`config.mk`:
```
export PLATFORM = sky130hd
export DESIGN_NAME = msrv32_fetch_ctrl
export DESIGN_NICKNAME = d
export VERILOG_FILES = /design/src/rtl/msrv32_fetch_pkg.sv /design/src/rtl/msrv32_redirect_sel.sv /design/src/rtl/msrv32_fetch_ctrl.sv
export SDC_FILE = /design/constraint.sdc
export NUM_CORES = 1
export LEC_CHECK = 0
export CORE_MARGIN = 3
export CORE_UTILIZATION = 40
export CTS_BUF_LIST = sky130_fd_sc_hd__clkbuf_2 sky130_fd_sc_hd__clkbuf_4 sky130_fd_sc_hd__clkbuf_8
export DETAILED_ROUTE_END_ITERATION = 7
export PLACE_DENSITY = 0.76
export SLEW_MARGIN = 20
export SYNTH_ARGS = -nofsm -noshare
export SYNTH_HDL_FRONTEND = slang
export SYNTH_SLANG_ARGS = --single-unit
```
`constraint.sdc`:
```
create_clock -name ms_riscv32_mp_clk_in -period 2.53 [get_ports ms_riscv32_mp_clk_in]
set_input_delay 0.3795 -clock ms_riscv32_mp_clk_in [delete_from_list [all_inputs] [get_ports ms_riscv32_mp_clk_in]]
set_output_delay 0.3795 -clock ms_riscv32_mp_clk_in [all_outputs]
set_load 0.1 [all_outputs]
```
`src/rtl/msrv32_fetch_pkg.sv`:
```
// Shared types and constants for the fetch/PC sequencing controller.
package msrv32_fetch_pkg;

  // Controller states.
  typedef enum logic [1:0] {
    BOOT  = 2'd0,
    FETCH = 2'd1,
    HOLD  = 2'd2,
    FAULT = 2'd3
  } state_e;

  // Redirect sources, encoded so that a larger value means higher priority.
  typedef enum logic [1:0] {
    NONE   = 2'd0,
    BRANCH = 2'd1,
    MRET   = 2'd2,
    TRAP   = 2'd3
  } src_e;

  localparam logic [31:0] PC_INC = 32'd4;

endpackage

```
`src/rtl/msrv32_redirect_sel.sv`:
```
// Priority select (trap > mret > branch) of a redirect source and target,
// with a word-alignment check on branch/mret targets. Trap vectors are
// always forced to word alignment.
module msrv32_redirect_sel
  import msrv32_fetch_pkg::*;
(
  input  logic        trap_taken,
  input  logic [31:0] trap_vec,
  input  logic        mret,
  input  logic [31:0] epc,
  input  logic        branch_taken,
  input  logic [31:0] branch_target,
  output src_e        src,
  output logic [31:0] target,
  output logic        misaligned
);

  // Pick the highest-priority active redirect and flag unaligned targets.
  always_comb begin
    // NOTE: every output gets a default first so no path leaves it unassigned
    // (which would infer a latch).
    src        = NONE;
    target     = '0;
    misaligned = 1'b0;
    if (trap_taken) begin
      src    = TRAP;
      target = trap_vec & ~32'd3;
    end else if (mret) begin
      src        = MRET;
      target     = epc;
      misaligned = (epc[1:0] != 2'b00);
    end else if (branch_taken) begin
      src        = BRANCH;
      target     = branch_target;
      misaligned = (branch_target[1:0] != 2'b00);
    end
  end

endmodule

```
`src/rtl/msrv32_fetch_ctrl.sv`:
```
// PC-load sequencing and imem request/ack handshake controller. Redirects
// seen while a fetch is outstanding are held in a one-entry pending slot and
// applied (with a flush) when the ack arrives.
module msrv32_fetch_ctrl
  import msrv32_fetch_pkg::*;
#(
  parameter logic [31:0] BOOT_ADDR = 32'h0000_0000,
  parameter int          MAX_WAIT  = 16
) (
  input  logic        ms_riscv32_mp_clk_in,
  input  logic        ms_riscv32_mp_rst_in,
  input  logic [31:0] pc_in,
  input  logic        stall_in,
  input  logic        branch_taken_in,
  input  logic [31:0] branch_target_in,
  input  logic        mret_in,
  input  logic [31:0] epc_in,
  input  logic        trap_taken_in,
  input  logic [31:0] trap_vec_in,
  input  logic        imem_ack_in,
  output logic        imem_req_out,
  output logic [31:0] imem_addr_out,
  output logic [31:0] pc_mux_out,
  output logic        pc_load_out,
  output logic        flush_out,
  output logic        misaligned_out,
  output logic        fetch_fault_out
);

  state_e      state, state_nx;
  src_e        pend_src, pend_src_nx;
  logic [31:0] pend_tgt, pend_tgt_nx;
  logic [7:0]  wait_cnt, wait_nx;

  src_e        live_src;
  logic [31:0] live_tgt;
  logic        live_mis;
  src_e        sel_src;
  logic [31:0] sel_tgt;
  logic        sel_mis;

  // Live redirect inputs on their own: used to decide pending capture.
  msrv32_redirect_sel u_live (
    .trap_taken    (trap_taken_in),
    .trap_vec      (trap_vec_in),
    .mret          (mret_in),
    .epc           (epc_in),
    .branch_taken  (branch_taken_in),
    .branch_target (branch_target_in),
    .src           (live_src),
    .target        (live_tgt),
    .misaligned    (live_mis)
  );

  // Live inputs merged with the pending slot. On equal priority the pending
  // entry keeps its target, so only a strictly higher source replaces it.
  msrv32_redirect_sel u_merge (
    .trap_taken    (trap_taken_in | (pend_src == TRAP)),
    .trap_vec      ((pend_src == TRAP) ? pend_tgt : trap_vec_in),
    .mret          (mret_in | (pend_src == MRET)),
    .epc           ((pend_src == MRET) ? pend_tgt : epc_in),
    .branch_taken  (branch_taken_in | (pend_src == BRANCH)),
    .branch_target ((pend_src == BRANCH) ? pend_tgt : branch_target_in),
    .src           (sel_src),
    .target        (sel_tgt),
    .misaligned    (sel_mis)
  );

  // Next-state and output decode for the fetch sequencer.
  always_comb begin
    state_nx        = state;
    pend_src_nx     = pend_src;
    pend_tgt_nx     = pend_tgt;
    wait_nx         = wait_cnt;
    imem_req_out    = 1'b0;
    imem_addr_out   = '0;
    pc_mux_out      = pc_in;
    pc_load_out     = 1'b0;
    flush_out       = 1'b0;
    misaligned_out  = 1'b0;
    fetch_fault_out = 1'b0;

    unique case (state)
      BOOT: begin
        pc_mux_out  = BOOT_ADDR;
        // Load is suppressed while reset is held so the reset-time outputs
        // stay quiet; the load fires on the first cycle after release.
        pc_load_out = ms_riscv32_mp_rst_in;
        state_nx    = FETCH;
      end

      FETCH: begin
        imem_req_out  = 1'b1;
        imem_addr_out = pc_in;
        if (imem_ack_in) begin
          wait_nx = '0;
          if (sel_mis) begin
            misaligned_out = 1'b1;
          end else if (sel_src != NONE) begin
            pc_mux_out  = sel_tgt;
            pc_load_out = 1'b1;
            flush_out   = 1'b1;
            pend_src_nx = NONE;
            pend_tgt_nx = '0;
          end else if (stall_in) begin
            state_nx = HOLD;
          end else begin
            pc_mux_out  = pc_in + PC_INC;
            pc_load_out = 1'b1;
          end
        end else begin
          wait_nx = wait_cnt + 8'd1;
          if (sel_mis) begin
            misaligned_out = 1'b1;
          end else if (live_src > pend_src) begin
            pend_src_nx = live_src;
            pend_tgt_nx = live_tgt;
          end
          if (wait_cnt == 8'(MAX_WAIT - 1)) begin
            state_nx = FAULT;
          end
        end
      end

      HOLD: begin
        if (sel_mis) begin
          misaligned_out = 1'b1;
        end else if (sel_src != NONE) begin
          pc_mux_out  = sel_tgt;
          pc_load_out = 1'b1;
          flush_out   = 1'b1;
          pend_src_nx = NONE;
          pend_tgt_nx = '0;
          state_nx    = FETCH;
        end else if (!stall_in) begin
          pc_mux_out  = pc_in + PC_INC;
          pc_load_out = 1'b1;
          state_nx    = FETCH;
        end
      end

      FAULT: begin
        fetch_fault_out = 1'b1;
        if (trap_taken_in) begin
          pc_mux_out  = trap_vec_in & ~32'd3;
          pc_load_out = 1'b1;
          flush_out   = 1'b1;
          wait_nx     = '0;
          pend_src_nx = NONE;
          pend_tgt_nx = '0;
          state_nx    = FETCH;
        end
      end

      default: state_nx = BOOT;
    endcase
  end

  // State, pending redirect slot and fetch-wait counter.
  always_ff @(posedge ms_riscv32_mp_clk_in or negedge ms_riscv32_mp_rst_in) begin
    if (!ms_riscv32_mp_rst_in) begin
      state    <= BOOT;
      pend_src <= NONE;
      pend_tgt <= '0;
      wait_cnt <= '0;
    end else begin
      // NOTE: sequential state uses non-blocking assignments so every register
      // samples the pre-edge values regardless of statement order.
      state    <= state_nx;
      pend_src <= pend_src_nx;
      pend_tgt <= pend_tgt_nx;
      wait_cnt <= wait_nx;
    end
  end

  logic unused_live_mis;
  assign unused_live_mis = live_mis;

endmodule

```
==> results_tabular.tex <==
\begin{tabular}{lr}
\hline
Metric & Value \\
\hline
\multicolumn{2}{l}{\textbf{Status}} \\
Outcome & finished with violations \\
Failing checks & design-rule violations, negative setup slack \\
\multicolumn{2}{l}{\textbf{STA}} \\
RSZ-0062 raised after global routing & yes \\
Final number of max-transition violations & 0 \\
Worst-case hold slack & 0.343 ns \\
Setup violation total in the final timing report & 69 \\
Worst-case headroom to the max-slew limit & 0.556 \\
Fmax & 0.316 GHz \\
Slew at the pin closest to its max-slew limit & 0.667 ns \\
Period minus WS final & 3.17 ns \\
Post-route setup slack & -0.638 ns \\
Crit share post-route & 1.25 \\
Worst clock skew & 0.00801 ns \\
Final count of hold timing violations & 0 \\
\multicolumn{2}{l}{\textbf{Clock tree}} \\
Clock sinks & 44 \\
CTS tree & yes \\
CTS H-tree depth & 2 \\
Maximum count of clock buffers along a single path & 2 \\
Clock slew at reported path FFs & 0.10 ns \\
CTS hold repair buffers & 0 \\
Root buf cell & sky130\_fd\_sc\_hd\_\_clkbuf\_8 \\
Clock latency on the worst-skew pair & 0.33 ns \\
Clock buffer count from CTS & 5 \\
\multicolumn{2}{l}{\textbf{Setup path}} \\
Type of the setup path with the least slack & in -> out \\
CP Launch Type & input pin \\
Startpoint of the lowest-slack register-to-register path & pend\_src[0] \\
Highest fanout seen on the critical path & 4 \\
CP peak stage delay & 0.58 ns \\
CP Cell Sequence & clkdlybuf4s50\_1, nand4\_1, nor4\_4, buf\_6, buf\_12, nand4\_1, o221a\_4, a22o\_1, a21oi\_4, buf\_12 \\
Logic depth of the worst register-to-register path & 12 \\
Family with the most delay on the worst path & buffers and inverters \\
Critical path capture point type & primary output \\
Data arrival time at the worst-slack endpoint & 2.79 ns \\
Cell type of the slowest stage on the worst timing path & sky130\_fd\_sc\_hd\_\_clkdlybuf4s50\_1 \\
CP startpoint & pc\_in[7] \\
Data required time of the critical path & 2.15 ns \\
Critical path depth in cells & 10 \\
Buffer and inverter count on the worst path & 4 \\
\multicolumn{2}{l}{\textbf{Global routing}} \\
GR Util All Layers & 0.411 \\
Via count of the first global-routing pass & 10,200 \\
Wire length of the first global-routing pass & 57,700 µm \\
Pin count of the biggest net entering global routing & 45 \\
Antenna violations before repair & 1 \\
Gr ovfl total & 0 \\
\multicolumn{2}{l}{\textbf{Pwr}} \\
Leakage & 5.37 nW \\
Maximum ir drop on the vdd rail & 0.00147 V \\
Cell area power density & 1280 nW/µm² \\
\multicolumn{2}{l}{\textbf{Drt}} \\
DRC errors left & 2 \\
Routed Antenna Nets & 0 \\
Iteration count of the initial detailed-routing pass & 8 \\
Drt total wl & 39,000 µm \\
Iteration-0 DRC count of the detailed router & 1,721 \\
Via count & 10,600 \\
Average wire per standard cell & 24.2 µm \\
Detailed-route vias per instance & 6.59 \\
\multicolumn{2}{l}{\textbf{Hold path}} \\
Path class of the lowest-slack min-delay path & in -> async \\
\multicolumn{2}{l}{\textbf{Synthesis}} \\
Post-synth design cell area & 6480 µm² \\
Area share of the largest cell type after synthesis & 0.170 \\
Synthesized Nets & 1,159 \\
Commonest cells post-synth & 163 x sky130\_fd\_sc\_hd\_\_nand2\_1, 128 x sky130\_fd\_sc\_hd\_\_o21ai\_0, 74 x sky130\_fd\_sc\_hd\_\_a21oi\_1 \\
Ys Warns & 0 \\
Number of flip-flops and latches in the synthesized netlist & 44 \\
Distinct cell type count of the synthesized netlist & 76 \\
Most common cell in the netlist & sky130\_fd\_sc\_hd\_\_nand2\_1 \\
Sequential element share of the synthesized area & 0.170 \\
Primary FF master, synth & sky130\_fd\_sc\_hd\_\_dfrtp\_1 \\
Biggest area consumer among synthesized cells & sky130\_fd\_sc\_hd\_\_dfrtp\_1 \\
Fraction of synthesis flops using an asynchronous set or reset pin & 1.00 \\
Number of synthesized flops with an enable pin & 0 \\
Mapped Cells & 1,016 \\
Synthesized area per cell & 6.38 µm² \\
Top area cells in the synthesized netlist & sky130\_fd\_sc\_hd\_\_dfrtp\_1 17\%, sky130\_fd\_sc\_hd\_\_o21ai\_0 9.9\%, sky130\_fd\_sc\_hd\_\_nand2\_1 9.4\%, sky130\_fd\_sc\_hd\_\_a21oi\_1 5.7\%, sky130\_fd\_sc\_hd\_\_nor2\_1 4.2\% \\
\multicolumn{2}{l}{\textbf{Cells and area}} \\
Register area & 1100 µm² \\
Non-Filler Instances & 1,615 \\
Multi-input gate area in the final layout & 6070 µm² \\
Number of nets in the layout & 1,545 \\
Filler instances & 1,030 \\
Synth-to-Final Area Change & 97.1\% \\
Ratio of cells with drive above 1 in the final layout & 0.384 \\
\multicolumn{2}{l}{\textbf{Floorplan}} \\
Area inside the core boundary & 15,500 µm² \\
Number of primary I/O pins & 204 \\
Row Count & 45 \\
DIE WIDTH & 133 µm \\
Floorplan die area & 17,800 µm² \\
Vert. Die Dim & 133 µm \\
Starting density of the core & 0.417 \\
\multicolumn{2}{l}{\textbf{Job}} \\
Max-capacitance violation count & 0 \\
\multicolumn{2}{l}{\textbf{Placed design}} \\
Cell count after placement & 1,567 \\
PortBufs & 201 \\
Routability congestion estimate & 1.06 \\
HPWL after detailed placement & 28,200 µm \\
\hline
\end{tabular}
==> where the power goes <==
group	internal, mW	switching, mW	leakage [nW]	total [mW]
sequential	0.964	0.341	0.587	1.31
combinational	5.74	8.75	4.72	14.5
clock	0.324	0.301	0.0614	0.625
total	7.03	9.39	5.37	16.4
==> worst paths after layout <==
path / slack, ns / endpoint
setup reg to reg: -0.33 / pend_tgt[11]
hold reg to reg: 0.52 / wait_cnt[6]
min in group ms_riscv32_mp_clk_in: 0.52 / wait_cnt[6]
max in group asynchronous: 1.69 / state[0]
setup / recovery: -0.64 / pc_mux_out[19]
hold / removal: 0.34 / pend_tgt[25]
==> kinds of logic (layout without fill, tap and decap cells) <==
kind of cell             Yosys count  count (layout)  synth area share
AO/OA/AOI/OAI                    426             426             0.429
XOR/XNOR                           5               5           0.00675
adder cells (fa/ha/maj)            8               8            0.0154
buffers and inverters            133             520            0.0824
flip-flops                        44              44             0.170
multiplexers                       3               3           0.00502
other                              0               1                 0
AND/OR/NAND/NOR                  397             397             0.292
==> timing repair <==
| item | CTS | global route |
|---|---|---|
| endpoints found under the setup margin | 59 | 69 |
| pin swaps | 76 | 35 |
| cloned | 5 | 0 |
| setup buffers | 21 | 17 |
| gates resized for setup | 144 | 45 |
==> layer usage <==
layer	global-route usage	wire length [µm]
met5	0	0
met3	0.0933	4460
met4	0.282	3350
met1	0.504	14000
met2	0.640	17300
==> placed cells by master, fill, tap and decap left out, drive strengths merged, types with 6 or more instances in the layout <==
cell | netlist | routed
a211oi | 11 | 11
a21boi | 7 | 7
a21oi | 74 | 74
a22o | 27 | 27
a22oi | 22 | 22
a311oi | 8 | 8
a31oi | 32 | 32
and2 | 38 | 38
and3 | 11 | 11
buf | 28 | 347
clkbuf | 69 | 6
clkdlybuf4s50 | 0 | 117
dfrtp | 44 | 44
dlygate4sd2 | 0 | 11
ha | 8 | 8
inv | 35 | 35
nand2 | 163 | 163
nand2b | 11 | 11
nand3 | 18 | 18
nand4 | 12 | 12
nor2 | 74 | 74
nor2b | 11 | 11
nor3 | 21 | 21
nor3b | 8 | 8
nor4 | 8 | 8
o211ai | 29 | 29
o21a | 6 | 6
o21ai | 133 | 133
o221ai | 13 | 13
o22ai | 8 | 8
o31ai | 9 | 9
or3 | 8 | 8
==> metrics by stage <==
stage                     worst slack [ns]   util  area [µm²]  power (mW)  TNS [ns]
after floorplan                     -0.512      -        7290        9.36     -8.10
after global placement              -0.690  0.742       11500        14.0    -30.07
after detailed placement            -0.729  0.742       11500        14.1    -32.99
after CTS                           -0.585  0.802       12500        15.8    -17.31
after global routing                -0.652  0.823       12800        16.8    -30.59
final                               -0.638  0.823       12800        16.4    -28.14
==> area by class of cell <==
type / instances / area share
Multi-Input combinational cell: 839 / 0.475
Timing Repair Buffer: 476 / 0.398
Sequential cell: 44 / 0.0864
Tap cell: 211 / 0.0207
Inverter: 36 / 0.0106
Clock buffer: 6 / 0.00646
Clock inverter: 2 / 0.00303
Antenna cell: 1 / 0.000196
==> flip-flops by register name, indices dropped and copies added (netlist names) <==
name,cells
state,2
pend_tgt,32
pend_src,2
wait_cnt,8
No activity file was read; power rests on OpenSTA's default activity.
